[config.mk]
export PLATFORM = sky130hd
export DESIGN_NAME = lake_spec
export DESIGN_NICKNAME = d
export VERILOG_FILES = /design/src/rtl/lake_spec_pkg.sv /design/src/rtl/lake_spec_addr_gen.sv /design/src/rtl/lake_spec.sv
export SDC_FILE = /design/constraint.sdc
export NUM_CORES = 2
export LEC_CHECK = 0
export ABC_AREA = 1
export BUFFER_PORTS_ARGS = -buffer_cell sky130_fd_sc_hd__clkbuf_2
export CORE_MARGIN = 10
export CORE_UTILIZATION = 54
export DETAILED_ROUTE_END_ITERATION = 8
export MAX_ROUTING_LAYER = met4
export PLACE_DENSITY = 0.81
export SLEW_MARGIN = 30
export SYNTH_ARGS = -nofsm -noshare
export SYNTH_HDL_FRONTEND = slang
export SYNTH_HIERARCHICAL = 1
export SYNTH_SLANG_ARGS = --single-unit
[constraint.sdc]
create_clock -name clk -period 14.98 [get_ports clk]
set_input_delay 2.247 -clock clk [delete_from_list [all_inputs] [get_ports clk]]
set_output_delay 2.247 -clock clk [all_outputs]
set_load 0.02 [all_outputs]
[src/rtl/lake_spec_pkg.sv]
// Shared configuration layout for the lake_spec buffer tile: field offsets,
// the decoded configuration struct and the flat-vector decoder.
package lake_spec_pkg;

    localparam int CFG_USED_BITS  = 113;
    localparam int FIELD_W        = 16;

    localparam int RV_MODE_LSB    = 0;
    localparam int WR_COUNT_LSB   = 1;
    localparam int RD_START_LSB   = 17;
    localparam int RD_OFFSET_LSB  = 33;
    localparam int RD_EXTENT0_LSB = 49;
    localparam int RD_STRIDE0_LSB = 65;
    localparam int RD_EXTENT1_LSB = 81;
    localparam int RD_STRIDE1_LSB = 97;

    typedef struct packed {
        logic        rv_mode;
        logic [15:0] wr_count;
        logic [15:0] rd_start;
        logic [15:0] rd_offset;
        logic [15:0] rd_extent0;
        logic [15:0] rd_stride0;
        logic [15:0] rd_extent1;
        logic [15:0] rd_stride1;
    } cfg_t;

    function automatic cfg_t decode_cfg(input logic [CFG_USED_BITS-1:0] bits);
        cfg_t c;
        c.rv_mode    = bits[RV_MODE_LSB];
        c.wr_count   = bits[WR_COUNT_LSB   +: FIELD_W];
        c.rd_start   = bits[RD_START_LSB   +: FIELD_W];
        c.rd_offset  = bits[RD_OFFSET_LSB  +: FIELD_W];
        c.rd_extent0 = bits[RD_EXTENT0_LSB +: FIELD_W];
        c.rd_stride0 = bits[RD_STRIDE0_LSB +: FIELD_W];
        c.rd_extent1 = bits[RD_EXTENT1_LSB +: FIELD_W];
        c.rd_stride1 = bits[RD_STRIDE1_LSB +: FIELD_W];
        return c;
    endfunction

endpackage

[src/rtl/lake_spec_addr_gen.sv]
// Two-level affine read-index generator: idx = offset + i0*stride0 + i1*stride1,
// with i0 as the inner loop; step advances one read, done flags an exhausted pattern.
module lake_spec_addr_gen
    import lake_spec_pkg::*;
(
    input  logic        clk,
    input  logic        rst_n,
    input  logic        flush,
    input  logic        step,
    input  logic [15:0] offset,
    input  logic [15:0] extent0,
    input  logic [15:0] stride0,
    input  logic [15:0] extent1,
    input  logic [15:0] stride1,
    output logic [15:0] idx,
    output logic [15:0] base,
    output logic        last_outer,
    output logic        done
);

    logic [15:0] i0_q, i0_d;
    logic [15:0] i1_q, i1_d;
    logic [16:0] i0_next;
    logic [16:0] i1_next;

    always_comb begin
        i0_next    = {1'b0, i0_q} + 17'd1;
        i1_next    = {1'b0, i1_q} + 17'd1;
        base       = offset + i1_q * stride1;
        idx        = base + i0_q * stride0;
        // A zero extent on either loop means the pattern is empty from the start.
        done       = (extent0 == 16'd0) || (extent1 == 16'd0) || (i1_q >= extent1);
        last_outer = i1_next >= {1'b0, extent1};

        i0_d = i0_q;
        i1_d = i1_q;
        if (flush) begin
            i0_d = '0;
            i1_d = '0;
        end else if (step && !done) begin
            if (i0_next >= {1'b0, extent0}) begin
                i0_d = '0;
                i1_d = i1_next[15:0];
            end else begin
                i0_d = i0_next[15:0];
            end
        end
    end

    always_ff @(posedge clk or negedge rst_n) begin
        if (!rst_n) begin
            i0_q <= '0;
            i1_q <= '0;
        end else begin
            i0_q <= i0_d;
            i1_q <= i1_d;
        end
    end

endmodule

[src/rtl/lake_spec.sv]
// Circular-SRAM buffer tile: linear writes on port_0, affine-pattern replay on
// port_1, under a fixed cycle schedule or ready/valid flow control.
module lake_spec
    import lake_spec_pkg::*;
#(
    parameter int DATA_WIDTH         = 16,
    parameter int CONFIG_MEMORY_SIZE = 512,
    parameter int MEM_DEPTH          = 64
) (
    input  logic                          clk,
    input  logic                          rst_n,
    input  logic                          flush,
    input  logic [CONFIG_MEMORY_SIZE-1:0] config_memory,
    // Handshake: a word moves on a port in a cycle where valid and ready are
    // both high at the rising edge; in static mode ready/valid follow the schedule.
    input  logic [DATA_WIDTH-1:0]         port_0,
    input  logic                          port_0_valid,
    output logic                          port_0_ready,
    output logic [DATA_WIDTH-1:0]         port_1,
    output logic                          port_1_valid,
    input  logic                          port_1_ready
);

    localparam int AW = $clog2(MEM_DEPTH);

    cfg_t cfg;
    assign cfg = decode_cfg(config_memory[CFG_USED_BITS-1:0]);

    generate
        if (CONFIG_MEMORY_SIZE > CFG_USED_BITS) begin : g_cfg_unused
            logic cfg_unused;
            assign cfg_unused = ^config_memory[CONFIG_MEMORY_SIZE-1:CFG_USED_BITS];
        end
    endgenerate

    logic [DATA_WIDTH-1:0] mem_q [MEM_DEPTH];

    logic [15:0]           wr_idx_q, wr_idx_d;
    logic [15:0]           cycle_q, cycle_d;
    logic [15:0]           out_idx_q, out_idx_d;
    logic [DATA_WIDTH-1:0] out_data_q, out_data_d;
    logic                  out_valid_q, out_valid_d;

    logic [15:0]   idx, base, next_base, floor_idx;
    logic          last_outer, done;
    logic [16:0]   win_limit;
    logic          win_ok, wr_fire, rd_issue, drain;
    logic [AW-1:0] wr_addr, rd_addr;

    lake_spec_addr_gen u_addr_gen (
        .clk        (clk),
        .rst_n      (rst_n),
        .flush      (flush),
        .step       (rd_issue),
        .offset     (cfg.rd_offset),
        .extent0    (cfg.rd_extent0),
        .stride0    (cfg.rd_stride0),
        .extent1    (cfg.rd_extent1),
        .stride1    (cfg.rd_stride1),
        .idx        (idx),
        .base       (base),
        .last_outer (last_outer),
        .done       (done)
    );

    always_comb begin
        wr_addr   = wr_idx_q[AW-1:0];
        rd_addr   = idx[AW-1:0];
        next_base = base + cfg.rd_stride1;

        // Lowest index the consumer may still need: the word parked in the
        // output register, else the next read, capped by the next outer base.
        floor_idx = out_valid_q ? out_idx_q : idx;
        if (!last_outer && (next_base < floor_idx)) begin
            floor_idx = next_base;
        end
        win_limit = {1'b0, floor_idx} + 17'(MEM_DEPTH);
        win_ok    = (done && !out_valid_q) || ({1'b0, wr_idx_q} < win_limit);

        if (cfg.rv_mode) begin
            port_0_ready = (wr_idx_q < cfg.wr_count) && win_ok;
        end else begin
            port_0_ready = cycle_q < cfg.wr_count;
        end
        port_0_ready = port_0_ready && rst_n && !flush;

        wr_fire = port_0_ready && (port_0_valid || !cfg.rv_mode);
        drain   = out_valid_q && port_1_ready;

        if (cfg.rv_mode) begin
            rd_issue = !flush && !done && (idx < wr_idx_q) && (!out_valid_q || port_1_ready);
        end else begin
            rd_issue = !flush && !done && (cycle_q >= cfg.rd_start);
        end

        wr_idx_d = wr_idx_q;
        cycle_d  = cycle_q;
        if (flush) begin
            wr_idx_d = '0;
            cycle_d  = '0;
        end else begin
            if (wr_fire) begin
                wr_idx_d = wr_idx_q + 16'd1;
            end
            if (cycle_q != 16'hFFFF) begin
                cycle_d = cycle_q + 16'd1;
            end
        end

        out_idx_d   = out_idx_q;
        out_data_d  = out_data_q;
        out_valid_d = out_valid_q;
        if (flush) begin
            out_idx_d   = '0;
            out_data_d  = '0;
            out_valid_d = 1'b0;
        end else if (rd_issue) begin
            out_idx_d   = idx;
            out_data_d  = mem_q[rd_addr];
            out_valid_d = 1'b1;
        end else if (!cfg.rv_mode || drain) begin
            out_valid_d = 1'b0;
        end
    end

    // Storage has no reset; a same-edge write and read of one address returns the old word.
    always_ff @(posedge clk) begin
        if (wr_fire) begin
            mem_q[wr_addr] <= port_0;
        end
    end

    always_ff @(posedge clk or negedge rst_n) begin
        if (!rst_n) begin
            wr_idx_q    <= '0;
            cycle_q     <= '0;
            out_idx_q   <= '0;
            out_data_q  <= '0;
            out_valid_q <= 1'b0;
        end else begin
            wr_idx_q    <= wr_idx_d;
            cycle_q     <= cycle_d;
            out_idx_q   <= out_idx_d;
            out_data_q  <= out_data_d;
            out_valid_q <= out_valid_d;
        end
    end

    assign port_1       = out_data_q;
    assign port_1_valid = out_valid_q;

endmodule

==> results.toml <==
[sta]
rsz0062_at_grt = "true"
slew_headroom_pct = 29.9
fin_crit_sh_pct = 104
fin_crit_ns = 15.56
finalHoldViolCount = 0
skew_ns = 0.0513
drv_slew = 0
max_clock_freq_mhz = 64.2
worst_slack_ns = -0.585
timing.final.setup_violations = 1
tightest_slew_ns = 1.05

[placement]
post-dp-hpwl_um = 102000
place.gp.congestion = 0.924
post_dp_cell_area_mm2 = 0.0633
portBuffers = 151
dpl_worst_slack_ns = -1.19

[final_layout]
final_core_util_pct = 62.2
drive_gt1_share_pct = 13.7
synthToLayoutAreaGrowth_pct = 14.4
design_area_mm2 = 0.0677
fin_nets = 6860

[detailed_routing]
avgViaCountPerCell = 6.12
routed_wl_um = 168000
first_iter_violations = 6148
ant_nets = 0
wl_per_cell_um = 22.7
drc_errors = 0
dr_total_vias = 45200
dr.pass1.iters = 6

[floorplan]
start_util_pct = 54.4
dieArea_mm2 = 0.123
core_area_mm2 = 0.109
dieHeight_um = 351
dieWidth_um = 351
pin_count = 551
num_rows = 121

[grt]
grt_max_degree = 233
grt_pass1_wl_um = 253000
overflow = 0
grt_util_all_layers_pct = 27.3
antenna_found_initial = 3
grt_pass1_vias = 44900

[synth]
synth_most_common_cell = "edfxtp_1"
synth_common_cells = "1,024 x edfxtp_1, 771 x nor2_1, 734 x o21ai_0"
ys_seq_area_share_pct = 56.1
synth-compound-area-share_pct = 11.9
synth_top_family_by_area = "simple AND/OR/NAND/NOR gates"
syn-num-nets = 6615
synthMuxAreaShare_pct = 0.0169
post-synth-top-area-cell = "edfxtp_1"
syn_inst = 5630
synth-edff-count = 1024
syn_area_mm2 = 0.0592
synthAdderAreaFrac_pct = 12.0
synth_area_leaders = "edfxtp_1 52%, fa_1 6.4%, o21ai_0 6.2%"
yosysWarnings = 6
ys_seq_elements = 1121
synth_xor_area_share_pct = 1.41
synth-simple-area-share_pct = 12.4
synthArstFlopShare_pct = 8.65
syn_area_per_cell_um2 = 10.5
synth_top_area_share_pct = 52.0
synth_cell_type_count = 67
ys.flop_type = "edfxtp_1"

[setup_path]
path_class = "in -> out"
crit_arrival_ns = 13.32
cp_slowest_cell = "fa_1"
cp-end-kind = "output port"
cp-start-kind = "input pin"
worst_path_largest_cell_delay_ns = 0.55
crit_required_ns = 12.73
cp_common_cell = "nand2_1"
crit_fanout = 8

[flow_run]
cap_violations = 0

[clock_tree]
clkSinkCount = 1121
postCtsHoldBufs = 0
cts_root_buffer = "clkbuf_16"
clk_latency_ns = 0.71
htreeDepth = 3
cts_made_buffers = 107
cts.reportedPaths.clkPinSlew_ns = 0.06
cts_tree = "yes"
cts_buffer_depth = 3

[outcome]
status = "finished, violations left"
violations = "negative setup slack"

[hold_path]
hold_class = "reg -> reg"
critical path: cells and delay by family:
| family | cells | cell delay, ns |
|---|---|---|
| AOI/OAI and AO/OA | 10 | 1.50 |
| xor gates and xnor gates | 2 | 0.36 |
| adders and majority gates | 15 | 6.18 |
| buffers and inverters | 16 | 1.37 |
| and+or+nand+nor | 23 | 1.67 |
state kept, by name, summed over array words and instances, names as in the netlist:
register / cells
mem_q: 1024
cycle_q: 16
out_idx_q: 16
port_1: 16
u_addr_gen/i0_q: 16
u_addr_gen/i1_q: 16
wr_idx_q: 16
port_1_valid: 1
cell type report:
class,instances,area (µm²)
Sequential cell,1121,33200
Antenna cell,3,7.51
Timing Repair Buffer,447,3830
Multi-Input combinational cell,3553,22900
Fill cell,7881,41100
Clock inverter,70,674
Inverter,645,2460
Tap cell,1414,1770
Clock buffer,131,2840
path summary, 6_finish.rpt:
check	from	to	slack [ns]	cells after the start
worst max-delay path	config_memory[101]	port_0_ready	-0.58	66
worst min-delay path	out_idx_q[4]$_DFFE_PN0P_	out_idx_q[4]$_DFFE_PN0P_	0.48	2
worst max register to register	u_addr_gen/i1_q[4]$_DFFE_PN0P_	mem_q[22][15]$_DFFE_PP_	1.81	67
worst min register to register	out_idx_q[4]$_DFFE_PN0P_	out_idx_q[4]$_DFFE_PN0P_	0.48	2
max in group asynchronous	rst_n	u_addr_gen/i0_q[5]$_DFFE_PN0P_	12.31	2
min in group asynchronous	rst_n	u_addr_gen/i1_q[0]$_DFFE_PN0P_	1.49	1
logic make-up after synthesis:
kind of cell	count (synthesis)
xor gates and xnor gates	95
and+or+nand+nor	1754
DFF	1121
AOI/OAI and AO/OA	1251
buffers and inverters	956
muxes	1
adders and majority gates	452
metrics by stage:
step | hold WS (ns) | instances | TNS [ns]
2_1_floorplan | 0.448 | 5630 | 0
3_3_place_gp | 0.462 | 7148 | -1.04
3_5_place_dp | 0.468 | 7148 | -1.19
4_1_cts | 0.483 | 7368 | -0.544
5_1_grt | 0.503 | 7383 | -1.06
6_report | 0.484 | 7384 | -0.585
cell usage in the layout, fill, tap and decap left out, drive strengths merged, types with 4 or more instances in the layout:
master | netlist | final
o211ai | 4 | 4
clkinv | 5 | 58
ha | 263 | 263
edfxtp | 1024 | 1024
o32ai | 14 | 14
a21o | 6 | 6
a211oi | 12 | 12
o21bai | 4 | 4
nand3b | 5 | 5
nor4 | 15 | 15
a21oi | 102 | 102
o22ai | 280 | 280
xnor2 | 21 | 21
nor2 | 774 | 774
xor2 | 74 | 74
a32o | 16 | 16
nand2 | 713 | 713
clkbuf | 257 | 277
nand4 | 44 | 44
fa | 189 | 189
nand3 | 125 | 125
buf | 54 | 301
o21a | 6 | 6
dfrtp | 97 | 97
o221ai | 25 | 25
inv | 640 | 646
or2 | 13 | 13
bufinv | 0 | 9
nor3 | 61 | 61
o21ai | 762 | 762
repair_timing:
item,CTS,global route
pin swaps,72,95
cloned,0,0
setup buffers,19,12
setup endpoints to repair,1,1
resized for setup,98,69
per-layer routing:
layer / vias to the layer above / global-route usage (%) / part of all wire [%]
met2: 3134 / 43.9 / 48
met5: - / - / 0
met3: 548 / 4.81 / 12
met4: 0 / 12.1 / 4.8
met1: 21600 / 33.8 / 35
li1: 19900 / - / -
Power is left out: the tool's default activity adds up to more than one toggle a clock period on the data nets, which glitch-free logic cannot reach.
